$ cat src/rtl/uart_tx_arbiter.sv
// ---------------------------------------------------------------------------
// uart_tx_arbiter
//
// Purpose:
//   Shares one uart_tx serializer between NUM_REQ byte-stream requesters.
//   Whole packets are granted to one requester at a time. Packets are ordered
//   round-robin, and an internal byte timer paces the bytes because uart_tx
//   reports neither done nor busy. o_tx_data/o_tx_valid connect directly to
//   the serializer's i_data_tx/i_data_valid.
//
// Configuration macro:
//   UART_ARB_FIXED_PRIO_EN - when defined, the lowest requester index always
//                            wins and the round-robin pointer is removed.
//
// Ports:
//   i_clk_sys   in   system clock (only clock)
//   i_rst       in   synchronous reset, active-high
//   i_req       in   [NUM_REQ]            per-requester "byte available"
//   i_data      in   [NUM_REQ*DATA_WIDTH] byte of requester k at [k*DATA_WIDTH +: DATA_WIDTH]
//   i_last      in   [NUM_REQ]            presented byte ends its packet
//   o_ack       out  [NUM_REQ]            1-cycle pulse: byte of requester k taken
//   o_grant     out  [NUM_REQ]            one-hot UART owner, 0 when idle
//   o_busy      out  arbiter not idle
//   o_tx_data   out  [DATA_WIDTH]         byte to uart_tx, held until next load
//   o_tx_valid  out  1-cycle send strobe to uart_tx
//   o_abort     out  1-cycle pulse: owner dropped i_req mid-packet
// ---------------------------------------------------------------------------
module uart_tx_arbiter #(
    parameter int NUM_REQ      = 2,
    parameter int CLK_FRE      = 50,
    parameter int BAUD_RATE    = 9600,
    parameter int DATA_WIDTH   = 8,
    parameter int PARITY_ON    = 0,
    parameter int GUARD_CYCLES = 16
) (
    input  logic                          i_clk_sys,
    input  logic                          i_rst,
    input  logic [NUM_REQ-1:0]            i_req,
    input  logic [NUM_REQ*DATA_WIDTH-1:0] i_data,
    input  logic [NUM_REQ-1:0]            i_last,
    output logic [NUM_REQ-1:0]            o_ack,
    output logic [NUM_REQ-1:0]            o_grant,
    output logic                          o_busy,
    output logic [DATA_WIDTH-1:0]         o_tx_data,
    output logic                          o_tx_valid,
    output logic                          o_abort
);

    // One full frame (start + data + optional parity + stop) plus idle guard.
    localparam int BYTE_CYCLES = (CLK_FRE * 1000000 / BAUD_RATE) * (DATA_WIDTH + 2 + PARITY_ON)
                                 + GUARD_CYCLES;
    localparam int TMR_W = $clog2(BYTE_CYCLES + 1);
    localparam int IDX_W = (NUM_REQ > 1) ? $clog2(NUM_REQ) : 1;

    localparam logic [TMR_W-1:0] TMR_LOAD = TMR_W'(BYTE_CYCLES - 1);
    localparam logic [IDX_W-1:0] IDX_MAX  = IDX_W'(NUM_REQ - 1);

    typedef enum logic [1:0] {
        S_IDLE = 2'd0,
        S_LOAD = 2'd1,
        S_WAIT = 2'd2
    } state_t;

    state_t                r_state, w_state_next;
    logic [IDX_W-1:0]      r_owner, w_owner_next;
    logic [TMR_W-1:0]      r_timer, w_timer_next;
    logic                  r_last, w_last_next;
    logic [NUM_REQ-1:0]    r_grant, w_grant_next;
    logic [NUM_REQ-1:0]    r_ack, w_ack_next;
    logic                  r_busy, w_busy_next;
    logic [DATA_WIDTH-1:0] r_tx_data, w_tx_data_next;
    logic                  r_tx_valid, w_tx_valid_next;
    logic                  r_abort, w_abort_next;

    logic                  w_pick_found;
    logic [IDX_W-1:0]      w_pick_idx;
    logic                  w_advance;     // packet over: move the pointer past the owner

    // Per-requester byte lanes.
    logic [DATA_WIDTH-1:0] w_data_arr [NUM_REQ];

    genvar gi;
    generate
        for (gi = 0; gi < NUM_REQ; gi++) begin : g_lane
            assign w_data_arr[gi] = i_data[gi*DATA_WIDTH +: DATA_WIDTH];
        end
    endgenerate

`ifdef UART_ARB_FIXED_PRIO_EN
    // Lowest set index wins; scanning downwards leaves the lowest one last.
    always_comb begin
        w_pick_found = 1'b0;
        w_pick_idx   = '0;
        for (int i = NUM_REQ - 1; i >= 0; i--) begin
            if (i_req[i]) begin
                w_pick_found = 1'b1;
                w_pick_idx   = IDX_W'(i);
            end
        end
    end
`else
    localparam logic [IDX_W:0] NUM_W = (IDX_W+1)'(NUM_REQ);

    logic [IDX_W-1:0] r_ptr;
    logic [IDX_W-1:0] w_owner_inc;

    assign w_owner_inc = (r_owner == IDX_MAX) ? '0 : r_owner + 1'b1;

    // First set request at or after the pointer, wrapping. Offsets are
    // scanned from the far end so the smallest offset is the final winner.
    always_comb begin
        logic [IDX_W:0] w_sum;
        w_sum        = '0;
        w_pick_found = 1'b0;
        w_pick_idx   = '0;
        for (int i = NUM_REQ - 1; i >= 0; i--) begin
            w_sum = {1'b0, r_ptr} + (IDX_W+1)'(i);
            if (w_sum >= NUM_W) begin
                w_sum = w_sum - NUM_W;
            end
            if (i_req[w_sum[IDX_W-1:0]]) begin
                w_pick_found = 1'b1;
                w_pick_idx   = w_sum[IDX_W-1:0];
            end
        end
    end

    always_ff @(posedge i_clk_sys) begin
        if (i_rst) begin
            r_ptr <= '0;
        end else if (w_advance) begin
            r_ptr <= w_owner_inc;
        end
    end
`endif

    always_comb begin
        w_state_next    = r_state;
        w_owner_next    = r_owner;
        w_timer_next    = r_timer;
        w_last_next     = r_last;
        w_grant_next    = r_grant;
        w_ack_next      = '0;
        w_tx_data_next  = r_tx_data;
        w_tx_valid_next = 1'b0;
        w_abort_next    = 1'b0;
        w_advance       = 1'b0;

        case (r_state)
            S_IDLE: begin
                if (w_pick_found) begin
                    w_owner_next = w_pick_idx;
                    w_grant_next = NUM_REQ'(1) << w_pick_idx;
                    w_state_next = S_LOAD;
                end
            end
            S_LOAD: begin
                if (i_req[r_owner]) begin
                    w_tx_data_next  = w_data_arr[r_owner];
                    w_last_next     = i_last[r_owner];
                    w_tx_valid_next = 1'b1;
                    w_ack_next      = r_grant;
                    w_timer_next    = TMR_LOAD;
                    w_state_next    = S_WAIT;
                end else begin
                    // Owner gave up mid-packet: release without sending.
                    w_abort_next = 1'b1;
                    w_grant_next = '0;
                    w_advance    = 1'b1;
                    w_state_next = S_IDLE;
                end
            end
            S_WAIT: begin
                if (r_timer == '0) begin
                    if (r_last) begin
                        w_grant_next = '0;
                        w_advance    = 1'b1;
                        w_state_next = S_IDLE;
                    end else begin
                        w_state_next = S_LOAD;
                    end
                end else begin
                    w_timer_next = r_timer - 1'b1;
                end
            end
            default: begin
                w_grant_next = '0;
                w_state_next = S_IDLE;
            end
        endcase

        // Registered copy of "next state is not idle" keeps o_busy glitch-free
        // and aligned with the state register.
        w_busy_next = (w_state_next != S_IDLE);
    end

    always_ff @(posedge i_clk_sys) begin
        if (i_rst) begin
            r_state    <= S_IDLE;
            r_owner    <= '0;
            r_timer    <= '0;
            r_last     <= 1'b0;
            r_grant    <= '0;
            r_ack      <= '0;
            r_busy     <= 1'b0;
            r_tx_data  <= '0;
            r_tx_valid <= 1'b0;
            r_abort    <= 1'b0;
        end else begin
            r_state    <= w_state_next;
            r_owner    <= w_owner_next;
            r_timer    <= w_timer_next;
            r_last     <= w_last_next;
            r_grant    <= w_grant_next;
            r_ack      <= w_ack_next;
            r_busy     <= w_busy_next;
            r_tx_data  <= w_tx_data_next;
            r_tx_valid <= w_tx_valid_next;
            r_abort    <= w_abort_next;
        end
    end

    assign o_ack      = r_ack;
    assign o_grant    = r_grant;
    assign o_busy     = r_busy;
    assign o_tx_data  = r_tx_data;
    assign o_tx_valid = r_tx_valid;
    assign o_abort    = r_abort;

endmodule

$ cat config.mk
export PLATFORM = sky130hd
export DESIGN_NAME = uart_tx_arbiter
export DESIGN_NICKNAME = d
export VERILOG_FILES = /design/src/rtl/uart_tx_arbiter.sv
export SDC_FILE = /design/constraint.sdc
export NUM_CORES = 1
export LEC_CHECK = 0
export ABC_AREA = 0
export ABC_CLOCK_PERIOD_IN_PS = 3050
export CORE_MARGIN = 2
export CORE_UTILIZATION = 55
export DETAILED_ROUTE_END_ITERATION = 12
export HOLD_SLACK_MARGIN = 0.15
export PLACE_DENSITY = 0.84
export SLEW_MARGIN = 20
export SYNTH_ARGS = -nofsm -noshare
export SYNTH_HDL_FRONTEND = slang
export SYNTH_SLANG_ARGS = --single-unit
$ cat constraint.sdc
create_clock -name i_clk_sys -period 3.05 [get_ports i_clk_sys]
set_input_delay 0.61 -clock i_clk_sys [delete_from_list [all_inputs] [get_ports i_clk_sys]]
set_output_delay 0.61 -clock i_clk_sys [all_outputs]
set_load 0.01 [all_outputs]
# ---- Word-level counts from Yosys, hierarchy flattened
# Cells that the tools add are included.
# Widths: inputs -> output; s select.
dict set report totals {
  out_inout_bits 15
  wordCells 77
  reg_bits 36
}
dict set report op_classes {
  n_reduce_logical 9
  n_bitwise 2
  add_sub_neg 5
  n_shift 1
  order_cmp 6
  eq_ne 7
  muxes 36
}
# op n
set ops {}
lappend ops {{$mux 16} 2}
lappend ops {{$pmux 16 s2} 1}
lappend ops {{$mux 8} 3}
lappend ops {{$mux 1} 20}
lappend ops {{$logic_not 16->1} 1}
lappend ops {{$sub 16x1->16 const B} 1}
lappend ops {{$mux 2} 7}
lappend ops {{$pmux 2 s3} 2}
lappend ops {{$ne 2x2->1 const B} 5}
lappend ops {{$lt 1x2->1 const B} 3}
lappend ops {{$reduce_and 3->1} 2}
lappend ops {{$ge 2x2->1 const B} 2}
lappend ops {{$reduce_and 2->1} 2}
lappend ops {{$reduce_bool 2->1} 2}
lappend ops {{$add 1x1->2 const B} 1}
lappend ops {{$eq 2x1->1 const B} 1}
lappend ops {{$eq 2x2->1 const B} 1}
lappend ops {{$ge 1x2->1 const B} 1}
lappend ops {{$logic_not 2->1} 1}
lappend ops {{$not 1->2} 1}
lappend ops {{$pmux 1 s2} 1}
lappend ops {{$reduce_or 2->1} 1}
lappend ops {{$shl 1x1->2 const A} 1}
lappend ops {{$sub 1x1->1 const B} 2}
lappend ops {{other kinds (2)} 2}

# ---- Logic depth before layout (Yosys ltp)
dict set report logic_depth {
  ltp_word 10
  depth_mapped 7
  mapped_depth_nobuf 6
}

# ---- Worst setup path after synthesis
# No wires, ideal clock.
dict set report synth_timing {
  kind {register to register}
  from {register r_state[0]}
  to {register r_timer[11]}
  path_buffers 0
  synth_period_minus_slack_ns 1.833
  setup_slack_ns 1.217
  stages_incl_launch_ff 7
  arrival_ns 1.759
  setup_time_ns 0.074
  cell_sequence {dfxtp_1 > inv_1 > ha_1 > and4bb_2 > and2_1 > or4_1 > a31oi_1}
}
dict set report synth_via {
  elab_chain_cells 3
}
# item line_no
set synth_rtl {}
lappend synth_rtl {{from (decl)} 64} ;# state_t r_state, w_state_next;
lappend synth_rtl {{from (signal assigned)} 210} ;# r_state <= w_state_next;
lappend synth_rtl {{$eq 2x2->1 or $eq 2x1->1 (tied branches)} 149} ;# case (r_state)
lappend synth_rtl {{$ne 2x2->1 (no line) or $reduce_bool 2->1 (tied branches)} --}
lappend synth_rtl {{$reduce_and 3->1 (no line)} --}
lappend synth_rtl {{to (signal assigned)} 212} ;# r_timer <= w_timer_next;
lappend synth_rtl {{to (decl)} 66} ;# logic [TMR_W-1:0] r_timer, w_timer_next;
# Parallel ways exist; a longest one is shown, timed or not.
# A chain may end at the register's enable or synchronous reset.

# ---- Worst setup path in the final report
dict set report layout_timing {
  from {input i_req[1]}
  to {register r_tx_data[5] (netlist: o_tx_data[5])}
}
dict set report layout_via {
  elab_chain_cells 3
}
# item line_no
set layout_rtl {}
lappend layout_rtl {{from (decl)} 38} ;# input logic [NUM_REQ-1:0] i_req,
lappend layout_rtl {{$mux 1 (not written as such) (2 in series)} 158} ;# if (i_req[r_owner]) begin
lappend layout_rtl {{$reduce_and 2->1 (no line)} --}
lappend layout_rtl {{to (signal assigned)} 217} ;# r_tx_data <= w_tx_data_next;
lappend layout_rtl {{to (decl)} 71} ;# logic [DATA_WIDTH-1:0] r_tx_data, w_tx_data_next;
# No other way between the ends. The select of a mux whose other input is x is not followed.

==> summary.json <==
{
  "status": "finished clean",
  "post_synth_instance_area_sq_um": 1950,
  "setup_repair_after_global_routing_missed_its_margin": "false",
  "synth.distinct_cells": 52,
  "grt_max_degree": 22,
  "rr_endpoint": "o_tx_data[5]",
  "floorplan.io_pins": 37,
  "holdPathStages": 2,
  "number_of_buffers_created_by_cts": 5,
  "cts.repair.resized": 0,
  "critical-path-slowest-cell": "sky130_fd_sc_hd__nor2_1",
  "p_switching_w": 0.000444,
  "period_minus_slack_ns": 2.25,
  "timing_worst_setup_path_type": "primary input to flip-flop",
  "critical_path.max_stage_delay_ns": 0.68,
  "worst_pin_slew_ns": 0.882,
  "seqPwrFrac_pct": 45.9,
  "critical_path_required_ns": 3.33,
  "timing.final.setup_violations": 0,
  "worstSkewPairLatency_ns": 0.36,
  "placed_wire_length_estimate_um": 3430,
  "ys_ff_latch": 36,
  "power.ir.vdd_worst_mv": 0.342,
  "place_congestion": 0.844,
  "worst_min_delay_path_startpoint": "o_grant[0]",
  "highest_net_fanout_along_the_worst_path": 15,
  "syn_to_final_growth_pct": 25.1,
  "root_buffer_cell": "sky130_fd_sc_hd__clkbuf_4",
  "post_route_cells_drive_above_1_share_pct": 10.4,
  "number_of_buffers_on_the_longest_clock_path": 2,
  "clk_transition_reported_paths_ns": 0.11,
  "p_sw_share_pct": 35.1,
  "placement_rows": 21,
  "power_report.internal_total_w": 0.000822,
  "fp.dieH_um": 63.5,
  "ant_nets": 0,
  "drt-total-wl_um": 4710,
  "grtUsageTotal_pct": 25.8,
  "synth_edf_count": 0,
  "residual_drc": 0,
  "path_buf_inv": 2,
  "grt_first_pass_wirelength_um": 8250,
  "final.setup_skew_ns": 0.00605,
  "first_pass_iters": 4,
  "clock_tree_from_tritoncts": "yes",
  "grt_antenna_before_repair": 0,
  "clock.fmax_mhz": 445,
  "worstRegToRegCells": 6,
  "syn-mean-instance-area_sq_um": 8.89,
  "report.final.hold_viol_count": 0,
  "worst_hold_path_type": "flip-flop to flip-flop",
  "slew_headroom_pct": 41.0,
  "viasPerCell": 6.02,
  "setup.reg_to_reg.worst_slack_ns": 0.97,
  "placed_cell_area_sq_um": 2370,
  "reg2reg_from": "r_state[0]",
  "setup_ws_ns": 0.802,
  "clockPowerShare_pct": 22.1,
  "worstPathArrival_ns": 2.52,
  "placement.io_buffers": 36,
  "drt-wirelength-per-cell_um": 15.4,
  "cts-htree-levels": 2,
  "postCtsHoldBufs": 0,
  "first_global_vias": 1782,
  "p_leak_nw": 0.872,
  "effective_utilization_at_floorplan_pct": 57.9,
  "fin_setup_tns_ns": 0,
  "worstSetupStartpointType": "primary input",
  "num_antenna_cells": 0,
  "layout.nets": 287,
  "die_width_um": 63.5,
  "critical_path.endpoint_type": "flip-flop",
  "detailedRoute.firstIterationViolations": 137,
  "postSynth.asyncResetShare_pct": 0,
  "post-cts-setup-buffer-count": 0,
  "max_cap_violations": 0,
  "fp.dieArea_sq_um": 4030,
  "placedCellCount": 298,
  "layout_common_cells": "36 x sky130_fd_sc_hd__clkdlybuf4s50_1, 36 x sky130_fd_sc_hd__dfxtp_1, 22 x sky130_fd_sc_hd__nor2_1",
  "routed-via-count": 1843,
  "layoutNonFillerInstCount": 306,
  "power_density_nw_per_um2": 520,
  "layout.cell_area.non_filler_sq_um": 2430,
  "final.fill_count": 285,
  "grt_overflow": 0,
  "ys_dominant_reg_cell": "sky130_fd_sc_hd__dfxtp_1",
  "cell_repeated_most_along_the_worst_path": "sky130_fd_sc_hd__nor2_1",
  "whs_endpoint": "o_grant[0]",
  "synth_cells": 219,
  "synth_seq_area_share_pct": 37.0,
  "path_cells": "clkdlybuf4s50_1 -> mux2i_2 -> nor2_1 -> buf_4 -> nor2_1 -> a211oi_1",
  "cts.sink_count": 36,
  "timing_max_transition_violations_final": 0,
  "final_period_util_pct": 73.7,
  "place_worst_setup_slack_ns": 0.461,
  "yosys_warnings": 0,
  "mappedNetlistNets": 247,
  "critPathTopFamily": "buffers and inverters",
  "pwr-share-comb_pct": 32.0,
  "floorplan.core_area_sq_um": 3360
}
per-layer routing:
metal / global-route usage, % / share of wire (%) / up-vias
li1: - / - / 914
met1: 33.9 / 46 / 871
met2: 41.3 / 47 / 52
met3: 5.18 / 5.6 / 6
met4: 10.1 / 1.2 / 0
met5: 0 / 0 / -
state kept, by name (all words and copies together) (netlist names):
register	count
o_abort	1
o_ack	2
o_busy	1
o_grant	2
o_tx_data	8
o_tx_valid	1
r_last	1
r_owner	1
r_ptr	1
r_state	2
r_timer	16
metrics by stage:
step | total power (W) | util, % | hold slack (ns)
after floorplan | 0.000858 | - | 0.486
after global placement | 0.000977 | 70.6 | 0.474
after detailed placement | 0.000990 | 70.6 | 0.478
after CTS | 0.00127 | 72.4 | 0.502
after global routing | 0.00134 | 72.4 | 0.526
final | 0.00127 | 72.4 | 0.503
area by class of cell:
type                            instances  area (sq um)  area share, %
Sequential cell                        36           721           29.6
Clock buffer                            6          51.3           2.11
Clock inverter                          2          10.0          0.411
Inverter                               13          48.8           2.00
Multi-Input combinational cell        161          1140           46.9
Timing Repair Buffer                   42           405           16.6
Tap cell                               46          57.6           2.36
worst register-to-register path, cell delays in order (launching register included):
cell and delay [ns]:
sky130_fd_sc_hd__dfxtp_1 0.43, sky130_fd_sc_hd__ha_1 0.20, sky130_fd_sc_hd__inv_1 0.13, sky130_fd_sc_hd__nor2_1 0.71
sky130_fd_sc_hd__buf_4 0.30, sky130_fd_sc_hd__nor2_1 0.05, sky130_fd_sc_hd__a211oi_1 0.20
cell usage after synthesis, types with 4 or more instances:
cell type / number / area share, %
sky130_fd_sc_hd__nand3_1: 4 / 1.0
sky130_fd_sc_hd__ha_1: 6 / 3.9
sky130_fd_sc_hd__a211oi_1: 11 / 4.2
sky130_fd_sc_hd__dfxtp_1: 36 / 37
sky130_fd_sc_hd__o21ai_0: 5 / 1.3
sky130_fd_sc_hd__nor2_1: 22 / 4.2
sky130_fd_sc_hd__mux2i_1: 12 / 6.2
sky130_fd_sc_hd__a21oi_1: 6 / 1.5
sky130_fd_sc_hd__nor3_1: 7 / 1.8
sky130_fd_sc_hd__inv_1: 13 / 2.5
sky130_fd_sc_hd__nand2_1: 16 / 3.1
sky130_fd_sc_hd__a31oi_1: 12 / 3.9
sky130_fd_sc_hd__clkbuf_1: 5 / 0.96
sky130_fd_sc_hd__nand4_1: 5 / 1.6
logic make-up after synthesis:
| logic type | Yosys count | share of synthesized area (%) |
|---|---|---|
| multiplexers | 15 | 8.03 |
| buffers and inverters | 22 | 4.37 |
| flip-flops | 36 | 37.0 |
| adder cells (fa/ha/maj) | 6 | 3.86 |
| AND/OR/NAND/NOR | 80 | 23.7 |
| AO/OA/AOI/OAI | 60 | 23.1 |
worst max path at each step:
stage                     from      endpoint  cells after the start
finish                i_req[1]  o_tx_data[5]                      6
global placement      i_req[0]   r_timer[11]                      5
CTS                   i_req[1]  o_tx_data[5]                      6
detailed placement    i_req[1]  o_tx_data[5]                      6
floorplan           r_state[0]   r_timer[11]                      6
global route          i_req[1]  o_tx_data[6]                      6
power groups by stage:
stage	logic [W]	registers, W	clock network [W]
detailed placement	0.000400	0.000589	0
CTS	0.000404	0.000580	0.000283
global route	0.000448	0.000588	0.000302
global placement	0.000389	0.000588	0
finish	0.000405	0.000581	0.000279
floorplan	0.000274	0.000583	0
No activity file was read; power rests on OpenSTA's default activity.
